**config.mk**
```make
export PLATFORM = sky130hd
export DESIGN_NAME = ps2_key_event_queue
export DESIGN_NICKNAME = d
export VERILOG_FILES = /design/src/rtl/ps2_key_event_queue_pkg.sv /design/src/rtl/ps2_set2_to_ascii.sv /design/src/rtl/ps2_key_event_queue.sv
export SDC_FILE = /design/constraint.sdc
export NUM_CORES = 1
export LEC_CHECK = 0
export BUFFER_PORTS_ARGS = -buffer_cell sky130_fd_sc_hd__buf_2
export CAP_MARGIN = 0
export CORE_MARGIN = 4
export CORE_UTILIZATION = 43
export DETAILED_ROUTE_END_ITERATION = 8
export GPL_TIMING_DRIVEN = 0
export PLACE_DENSITY = 0.57
export RECOVER_POWER = 25
export SLEW_MARGIN = 20
export SYNTH_ARGS = -nofsm -noshare
export SYNTH_HDL_FRONTEND = slang
export SYNTH_SLANG_ARGS = --single-unit
```
**constraint.sdc**
```tcl
create_clock -name clk -period 4.2 [get_ports clk]
set_clock_uncertainty 0.15 [all_clocks]
set_input_delay 0.42 -clock clk [delete_from_list [all_inputs] [get_ports clk]]
set_output_delay 0.42 -clock clk [all_outputs]
set_load 0.01 [all_outputs]
```
**src/rtl/ps2_key_event_queue_pkg.sv**
```systemverilog
// Shared definitions for the PS/2 key event queue.
//   - Bit positions of the 24-bit queue entry.
//   - Set-2 scancodes of the modifier keys and of the keys with fixed ASCII codes.
//   - Modifier state record used by the queue top.
package ps2_key_event_queue_pkg;

    localparam int ENTRY_W = 24;

    // Entry layout: {scancode, released, extended, shift, ctrl, alt, caps, 2'b00, ascii}
    localparam int F_CODE_MSB  = 23;
    localparam int F_CODE_LSB  = 16;
    localparam int F_RELEASED  = 15;
    localparam int F_EXTENDED  = 14;
    localparam int F_SHIFT     = 13;
    localparam int F_CTRL      = 12;
    localparam int F_ALT       = 11;
    localparam int F_CAPS      = 10;
    localparam int F_ASCII_MSB = 7;
    localparam int F_ASCII_LSB = 0;

    // Modifier keys
    localparam logic [7:0] SC_LSHIFT = 8'h12;
    localparam logic [7:0] SC_RSHIFT = 8'h59;
    localparam logic [7:0] SC_CTRL   = 8'h14;
    localparam logic [7:0] SC_ALT    = 8'h11;
    localparam logic [7:0] SC_CAPS   = 8'h58;

    // Keys with a fixed ASCII code
    localparam logic [7:0] SC_ENTER    = 8'h5A;
    localparam logic [7:0] SC_BKSP     = 8'h66;
    localparam logic [7:0] SC_TAB      = 8'h0D;
    localparam logic [7:0] SC_ESC      = 8'h76;
    localparam logic [7:0] SC_SPACE    = 8'h29;
    localparam logic [7:0] SC_KP_SLASH = 8'h4A;

    typedef struct packed {
        logic lshift;
        logic rshift;
        logic ctrl;
        logic alt;
        logic caps;
    } mod_state_t;

endpackage

```
**src/rtl/ps2_set2_to_ascii.sv**
```systemverilog
// Combinational set-2 scancode to ASCII translation (US layout).
// Ports:
//   scancode [7:0] : set-2 code, prefixes already stripped
//   extended       : 1 = E0-prefixed key
//   shift/ctrl/caps: modifier state to apply
//   ascii    [7:0] : translated character, 0 when the key has no translation
module ps2_set2_to_ascii
    import ps2_key_event_queue_pkg::*;
(
    input  logic [7:0] scancode,
    input  logic       extended,
    input  logic       shift,
    input  logic       ctrl,
    input  logic       caps,
    output logic [7:0] ascii
);

    logic [4:0] letter;   // 1..26 for a..z, 0 when not a letter
    logic [7:0] plain;    // character without shift
    logic [7:0] shifted;  // character with shift

    always_comb begin
        letter  = 5'd0;
        plain   = 8'h00;
        shifted = 8'h00;
        case (scancode)
            8'h1C: letter = 5'd1;
            8'h32: letter = 5'd2;
            8'h21: letter = 5'd3;
            8'h23: letter = 5'd4;
            8'h24: letter = 5'd5;
            8'h2B: letter = 5'd6;
            8'h34: letter = 5'd7;
            8'h33: letter = 5'd8;
            8'h43: letter = 5'd9;
            8'h3B: letter = 5'd10;
            8'h42: letter = 5'd11;
            8'h4B: letter = 5'd12;
            8'h3A: letter = 5'd13;
            8'h31: letter = 5'd14;
            8'h44: letter = 5'd15;
            8'h4D: letter = 5'd16;
            8'h15: letter = 5'd17;
            8'h2D: letter = 5'd18;
            8'h1B: letter = 5'd19;
            8'h2C: letter = 5'd20;
            8'h3C: letter = 5'd21;
            8'h2A: letter = 5'd22;
            8'h1D: letter = 5'd23;
            8'h22: letter = 5'd24;
            8'h35: letter = 5'd25;
            8'h1A: letter = 5'd26;
            8'h16: begin plain = 8'h31; shifted = 8'h21; end  // 1 !
            8'h1E: begin plain = 8'h32; shifted = 8'h40; end  // 2 @
            8'h26: begin plain = 8'h33; shifted = 8'h23; end  // 3 #
            8'h25: begin plain = 8'h34; shifted = 8'h24; end  // 4 $
            8'h2E: begin plain = 8'h35; shifted = 8'h25; end  // 5 %
            8'h36: begin plain = 8'h36; shifted = 8'h5E; end  // 6 ^
            8'h3D: begin plain = 8'h37; shifted = 8'h26; end  // 7 &
            8'h3E: begin plain = 8'h38; shifted = 8'h2A; end  // 8 *
            8'h46: begin plain = 8'h39; shifted = 8'h28; end  // 9 (
            8'h45: begin plain = 8'h30; shifted = 8'h29; end  // 0 )
            8'h0E: begin plain = 8'h60; shifted = 8'h7E; end  // ` ~
            8'h4E: begin plain = 8'h2D; shifted = 8'h5F; end  // - _
            8'h55: begin plain = 8'h3D; shifted = 8'h2B; end  // = +
            8'h54: begin plain = 8'h5B; shifted = 8'h7B; end  // [ {
            8'h5B: begin plain = 8'h5D; shifted = 8'h7D; end  // ] }
            8'h5D: begin plain = 8'h5C; shifted = 8'h7C; end  // \ |
            8'h4C: begin plain = 8'h3B; shifted = 8'h3A; end  // ; :
            8'h52: begin plain = 8'h27; shifted = 8'h22; end  // ' "
            8'h41: begin plain = 8'h2C; shifted = 8'h3C; end  // , <
            8'h49: begin plain = 8'h2E; shifted = 8'h3E; end  // . >
            8'h4A: begin plain = 8'h2F; shifted = 8'h3F; end  // / ?
            SC_ENTER: begin plain = 8'h0D; shifted = 8'h0D; end
            SC_BKSP:  begin plain = 8'h08; shifted = 8'h08; end
            SC_TAB:   begin plain = 8'h09; shifted = 8'h09; end
            SC_ESC:   begin plain = 8'h1B; shifted = 8'h1B; end
            SC_SPACE: begin plain = 8'h20; shifted = 8'h20; end
            default: ;
        endcase
    end

    always_comb begin
        ascii = 8'h00;
        if (extended) begin
            // Only keypad Enter and keypad '/' carry a character on the E0 page
            if (scancode == SC_ENTER) begin
                ascii = 8'h0D;
            end else if (scancode == SC_KP_SLASH) begin
                ascii = 8'h2F;
            end
        end else if (letter != 5'd0) begin
            // Ctrl takes priority over case and yields the control code
            if (ctrl) begin
                ascii = {3'b000, letter};
            end else if (shift ^ caps) begin
                ascii = 8'h40 + {3'b000, letter};
            end else begin
                ascii = 8'h60 + {3'b000, letter};
            end
        end else begin
            ascii = shift ? shifted : plain;
        end
    end

endmodule

```
**src/rtl/ps2_key_event_queue.sv**
```systemverilog
// PS/2 key event queue: tracks modifiers and caps lock, translates each key
// event to ASCII and stores it in a first-word-fall-through FIFO for the CPU.
// Ports:
//   clk, rst_n          : clock, asynchronous active-low reset
//   kb_interrupt        : one-cycle strobe, event valid on scancode/released/extended
//   rd_en               : pop the head entry (ignored when empty)
//   rd_data [23:0]      : head entry, 0 when empty
//   rd_valid, count     : FIFO not empty, current occupancy
//   overflow            : sticky dropped-event flag, cleared by clr_overflow
//   caps_lock_led       : current caps-lock state
module ps2_key_event_queue
    import ps2_key_event_queue_pkg::*;
#(
    parameter int DEPTH         = 16,
    parameter bit PUSH_RELEASES = 1'b1
) (
    input  logic                   clk,
    input  logic                   rst_n,
    input  logic                   kb_interrupt,
    input  logic [7:0]             scancode,
    input  logic                   released,
    input  logic                   extended,
    input  logic                   rd_en,
    output logic [ENTRY_W-1:0]     rd_data,
    output logic                   rd_valid,
    output logic [$clog2(DEPTH):0] count,
    output logic                   overflow,
    input  logic                   clr_overflow,
    output logic                   caps_lock_led
);

    localparam int PTR_W = $clog2(DEPTH);
    localparam int CNT_W = PTR_W + 1;

    logic               stage_valid_reg;
    logic [7:0]         stage_code_reg;
    logic               stage_rel_reg;
    logic               stage_ext_reg;
    mod_state_t         mod_reg, mod_next;
    logic               shift_now;
    logic [7:0]         ascii;
    logic [ENTRY_W-1:0] entry_next;
    logic [ENTRY_W-1:0] mem [DEPTH];
    logic [PTR_W-1:0]   wr_ptr_reg, rd_ptr_reg;
    logic [CNT_W-1:0]   count_reg, count_next;
    logic               overflow_reg;
    logic               push_req, pop, full, do_write, drop;

    // Input stage: the event is translated and queued one cycle after its strobe
    always_ff @(posedge clk or negedge rst_n) begin
        if (!rst_n) begin
            stage_valid_reg <= 1'b0;
            stage_code_reg  <= 8'h00;
            stage_rel_reg   <= 1'b0;
            stage_ext_reg   <= 1'b0;
        end else begin
            stage_valid_reg <= kb_interrupt;
            if (kb_interrupt) begin
                stage_code_reg <= scancode;
                stage_rel_reg  <= released;
                stage_ext_reg  <= extended;
            end
        end
    end

    assign shift_now = mod_reg.lshift | mod_reg.rshift;

    // Modifier tracking; E0 12 (fake shift) is ignored, ctrl/alt accept both pages
    always_comb begin
        mod_next = mod_reg;
        if (stage_valid_reg) begin
            if (!stage_ext_reg && stage_code_reg == SC_LSHIFT) mod_next.lshift = !stage_rel_reg;
            if (!stage_ext_reg && stage_code_reg == SC_RSHIFT) mod_next.rshift = !stage_rel_reg;
            if (stage_code_reg == SC_CTRL) mod_next.ctrl = !stage_rel_reg;
            if (stage_code_reg == SC_ALT)  mod_next.alt  = !stage_rel_reg;
            // Typematic repeats arrive as makes, so each one toggles
            if (!stage_ext_reg && !stage_rel_reg && stage_code_reg == SC_CAPS)
                mod_next.caps = !mod_reg.caps;
        end
    end

    always_ff @(posedge clk or negedge rst_n) begin
        if (!rst_n) mod_reg <= '0;
        else        mod_reg <= mod_next;
    end

    ps2_set2_to_ascii u_xlate (
        .scancode (stage_code_reg),
        .extended (stage_ext_reg),
        .shift    (shift_now),
        .ctrl     (mod_reg.ctrl),
        .caps     (mod_reg.caps),
        .ascii    (ascii)
    );

    // Entry flags record the modifier state before this event is applied
    always_comb begin
        entry_next                          = '0;
        entry_next[F_CODE_MSB:F_CODE_LSB]   = stage_code_reg;
        entry_next[F_RELEASED]              = stage_rel_reg;
        entry_next[F_EXTENDED]              = stage_ext_reg;
        entry_next[F_SHIFT]                 = shift_now;
        entry_next[F_CTRL]                  = mod_reg.ctrl;
        entry_next[F_ALT]                   = mod_reg.alt;
        entry_next[F_CAPS]                  = mod_reg.caps;
        entry_next[F_ASCII_MSB:F_ASCII_LSB] = ascii;
    end

    assign rd_valid = (count_reg != '0);
    assign full     = (count_reg == CNT_W'(DEPTH));
    assign pop      = rd_en && rd_valid;
    assign push_req = stage_valid_reg && (PUSH_RELEASES || !stage_rel_reg);
    // A simultaneous pop frees the slot, so a push into a full FIFO still lands
    assign do_write = push_req && (!full || pop);
    assign drop     = push_req && full && !pop;

    always_ff @(posedge clk) begin
        if (do_write) mem[wr_ptr_reg] <= entry_next;
    end

    always_comb begin
        case ({do_write, pop})
            2'b10:   count_next = count_reg + CNT_W'(1);
            2'b01:   count_next = count_reg - CNT_W'(1);
            default: count_next = count_reg;
        endcase
    end

    // Pointers wrap naturally since DEPTH is a power of two
    always_ff @(posedge clk or negedge rst_n) begin
        if (!rst_n) begin
            wr_ptr_reg   <= '0;
            rd_ptr_reg   <= '0;
            count_reg    <= '0;
            overflow_reg <= 1'b0;
        end else begin
            if (do_write) wr_ptr_reg <= wr_ptr_reg + PTR_W'(1);
            if (pop)      rd_ptr_reg <= rd_ptr_reg + PTR_W'(1);
            count_reg <= count_next;
            if (drop)              overflow_reg <= 1'b1;
            else if (clr_overflow) overflow_reg <= 1'b0;
        end
    end

    // Asynchronous read keeps the head visible the cycle after it is written;
    // the gate hides stale storage while empty
    assign rd_data       = rd_valid ? mem[rd_ptr_reg] : '0;
    assign count         = count_reg;
    assign overflow      = overflow_reg;
    assign caps_lock_led = mod_reg.caps;

endmodule

```
==> flow_summary_export.csv <==
group,metric,value,unit
logic_synthesis,synth.distinct_cells,70,
worst_hold_path,min_path_cells,3,
placement,dp.cells,1367,
power_and_ir_drop,p_seq_share,40.4,%
logic_synthesis,ys_top_cells_by_count,"336 x edfxtp_1, 105 x mux4_2, 30 x dfrtp_1, 30 x nand2_1, 27 x nor2b_1",
floorplanning,die_area,0.0393,mm^2
global_route,grt_max_degree,31,
logic_synthesis,synth-edff-count,336,
floorplanning,die_h,198,um
placement,place_area,0.0167,mm^2
global_route,antenna_found_initial,0,
clocking,cts_tree,"done",
power_and_ir_drop,total_power,0.0115,W
clocking,clock-root-buffer,"clkbuf_16",
cells_and_area,nFillCells,2890,
power_and_ir_drop,power_frac_comb,32.2,%
timing,finalSetupViolCount,0,
run_status,status,"finished, violations left",
timing,hold_viol_final,0,
detailed_routing,vias_per_cell,5.79,
detailed_routing,vias,8408,
logic_synthesis,synth_top_flop_cell,"edfxtp_1",
cells_and_area,largest_reg_flops,336,
placement,hpwl,25000,um
cells_and_area,fin_area,0.0181,mm^2
detailed_routing,drt_iter0_markers,850,
power_and_ir_drop,ir_worst_vdd,0.369,mV
worst_setup_path,startpoint_type,"register",
clocking,clock_latency,0.52,ns
cells_and_area,multi_input_area,0.00444,mm^2
power_and_ir_drop,power_leakage,6.03,nW
logic_synthesis,synth_area,0.0156,mm^2
clocking,h-tree-depth,2,
floorplanning,initial_utilization,43.7,%
cells_and_area,drive_gt1_share,28.7,%
logic_synthesis,synth_top_area_cell,"edfxtp_1",
run_status,violations,"max-capacitance violations, max-slew violations",
global_route,grt_pass1_wl,57700,um
worst_setup_path,rrSetupSlack,0.47,ns
clocking,post_cts_buffers,0,
placement,gp_congestion,0.891,
detailed_routing,route.detailed.drc,0,
timing,tightest_slew,1.92,ns
cells_and_area,final_cells,1451,
worst_setup_path,cp.arrival,3.32,ns
worst_hold_path,holdPathEnd,"overflow",
worst_setup_path,path_class,"register to output port",
placement,io_buffers,43,
logic_synthesis,synth-seq-cells,366,
timing,layout_min_cycle_time,3.89,ns
floorplanning,rows,69,
timing,slew_headroom,-28.0,%
timing,fmax,0.257,GHz
global_route,grt_overflow,0,
power_and_ir_drop,netSwitchingFraction,30.1,%
worst_setup_path,end_kind,"output port",
logic_synthesis,syn_inst,846,
cells_and_area,syn_to_final_growth,16.0,%
clocking,cts.sinks,366,
power_and_ir_drop,p_int,0.00806,W
cells_and_area,antenna-diode-count,0,
power_and_ir_drop,p_per_area,639,mW/mm^2
logic_synthesis,synthArstFlopShare,8.20,%
worst_hold_path,hold_start,"rd_en",
logic_synthesis,synthTopCellsByArea,"edfxtp_1 65%, mux4_2 15%, dfrtp_1 4.8%, nor2b_1 1.1%, o21ai_0 0.80%",
clocking,cts_inserted_buffers,39,
logic_synthesis,synth_top_area_share,64.8,%
timing,period_share,92.5,%
cells_and_area,seq_area,0.0108,mm^2
timing,rsz0062_at_grt,"no",
floorplanning,io_pins,47,
worst_setup_path,worstPathRequired,3.63,ns
global_route,track_usage,20.2,%
worst_setup_path,crit_fanout,10,
worst_setup_path,r2r-end,"count[4]",
timing,drv_slew,31,
detailed_routing,firstDrtPassIters,5,
cells_and_area,finalNetCount,985,
detailed_routing,ant_nets,0,
power_and_ir_drop,total_switching_power,0.00347,W
clocking,clkTransAtPathRegs,0.06,ns
floorplanning,core,0.0357,mm^2
worst_setup_path,reg2reg_depth,11,
detailed_routing,wl_per_cell,26.7,um
logic_synthesis,avgSynthCellArea,18.4,um^2
global_route,grt_pass1_vias,8550,
power_and_ir_drop,clockPowerShare,27.4,%
worst_hold_path,hold_path.class,"primary input to register",
logic_synthesis,seq_area_frac_synth,69.6,%
flow_run,cap_violations,1,
logic_synthesis,synth.most_common_cell,"edfxtp_1",
clocking,cts_buffer_depth,3,
logic_synthesis,yosysWarnings,0,
floorplanning,die_w,198,um
worst_setup_path,r2r_start,"count[1]",
detailed_routing,wl,38700,um
cells in the final DEF, fill, tap and decap left out, drive strengths merged, types with 4 or more instances in the layout:
cell,count
a21o,4
a21oi,23
a22oi,4
a31oi,4
and2,18
buf,92
clkbuf,67
clkinv,24
dfrtp,30
dlygate4sd3,13
edfxtp,336
ha,9
inv,15
mux2,8
mux4,105
nand2,30
nand2b,9
nand3,8
nand4,4
nor2,24
nor2b,27
nor3,12
nor4,6
o21ai,26
o22ai,5
or2,5
xnor2,8
xor2,7
per-stage QoR:
| stage | hold WS [ns] | setup WS [ns] | utilization [%] | TNS [ns] |
|---|---|---|---|---|
| after floorplan | -0.0256 | 1.17 | - | 0 |
| after global placement | 0.364 | -0.684 | 45.9 | -15.26 |
| after detailed placement | 0.365 | 0.393 | 47.0 | 0 |
| after CTS | 0.0767 | 0.188 | 50.7 | 0 |
| after global routing | 0.111 | 0.125 | 50.7 | 0 |
| final | 0.0990 | 0.315 | 50.7 | 0 |
worst max-delay path by stage:
stage / from / end / slack (ns) / depth (start not counted)
6_report: rd_ptr_reg[1] / rd_data[17] / 0.31 / 7
5_1_grt: rd_ptr_reg[1] / rd_data[0] / 0.13 / 7
4_1_cts: count[1] / rd_data[15] / 0.19 / 5
3_5_place_dp: count[1] / count[4] / 0.39 / 11
3_3_place_gp: stage_code_reg[3] / mem[1][5] / -0.68 / 7
2_1_floorplan: stage_code_reg[5] / mem[0][5] / 1.17 / 5
metal layers:
layer | vias up | GRT usage, % | routed length, um
li1 | 3665 | - | -
met1 | 4383 | 28.9 | 16600
met2 | 295 | 32.1 | 18500
met3 | 65 | 3.91 | 2560
met4 | 0 | 5.79 | 1130
met5 | - | 0 | 0
power by group through the flow:
| stage | Clock [W] | Sequential (W) | Combinational (W) |
|---|---|---|---|
| 2_1_floorplan | 0 | 0.00468 | 0.00248 |
| 3_3_place_gp | 0 | 0.00474 | 0.00366 |
| 3_5_place_dp | 0 | 0.00474 | 0.00378 |
| 4_1_cts | 0.00324 | 0.00466 | 0.00380 |
| 5_1_grt | 0.00341 | 0.00470 | 0.00400 |
| 6_report | 0.00317 | 0.00466 | 0.00371 |
critical path, cell delays in order, from the launching register on:
cell and delay [ns]:
dfrtp_1 0.34, clkbuf_1 0.17, buf_2 0.32, clkbuf_1 0.70, mux4_2 0.43, mux4_2 0.46
nor2b_1 0.17, buf_2 0.19
logic make-up (layout without fill, tap and decap cells):
family	Yosys count	after routing	share of synthesized area (%)
AOI/OAI and AO/OA	94	94	3.87
xor gates and xnor gates	15	15	0.844
DFF	366	366	69.6
adders and majority gates	10	10	0.852
and+or+nand+nor	172	172	6.54
muxes	116	116	16.0
other	1	3	0.0241
buffers and inverters	72	214	2.26
timing repair:
action,4_1_cts,5_1_grt
hold buffers,13,0
hold endpoints to repair,42,0
resized for setup,0,0
area by class of cell:
cell class,instances,area share [%]
Inverter,15,0.312
Tap cell,461,3.19
Clock inverter,27,0.831
Sequential cell,366,60.0
Clock buffer,44,5.74
Multi-Input combinational cell,410,24.6
Buffer,57,1.64
Timing Repair Buffer,71,3.69
Power figures use the tool's default switching activity.
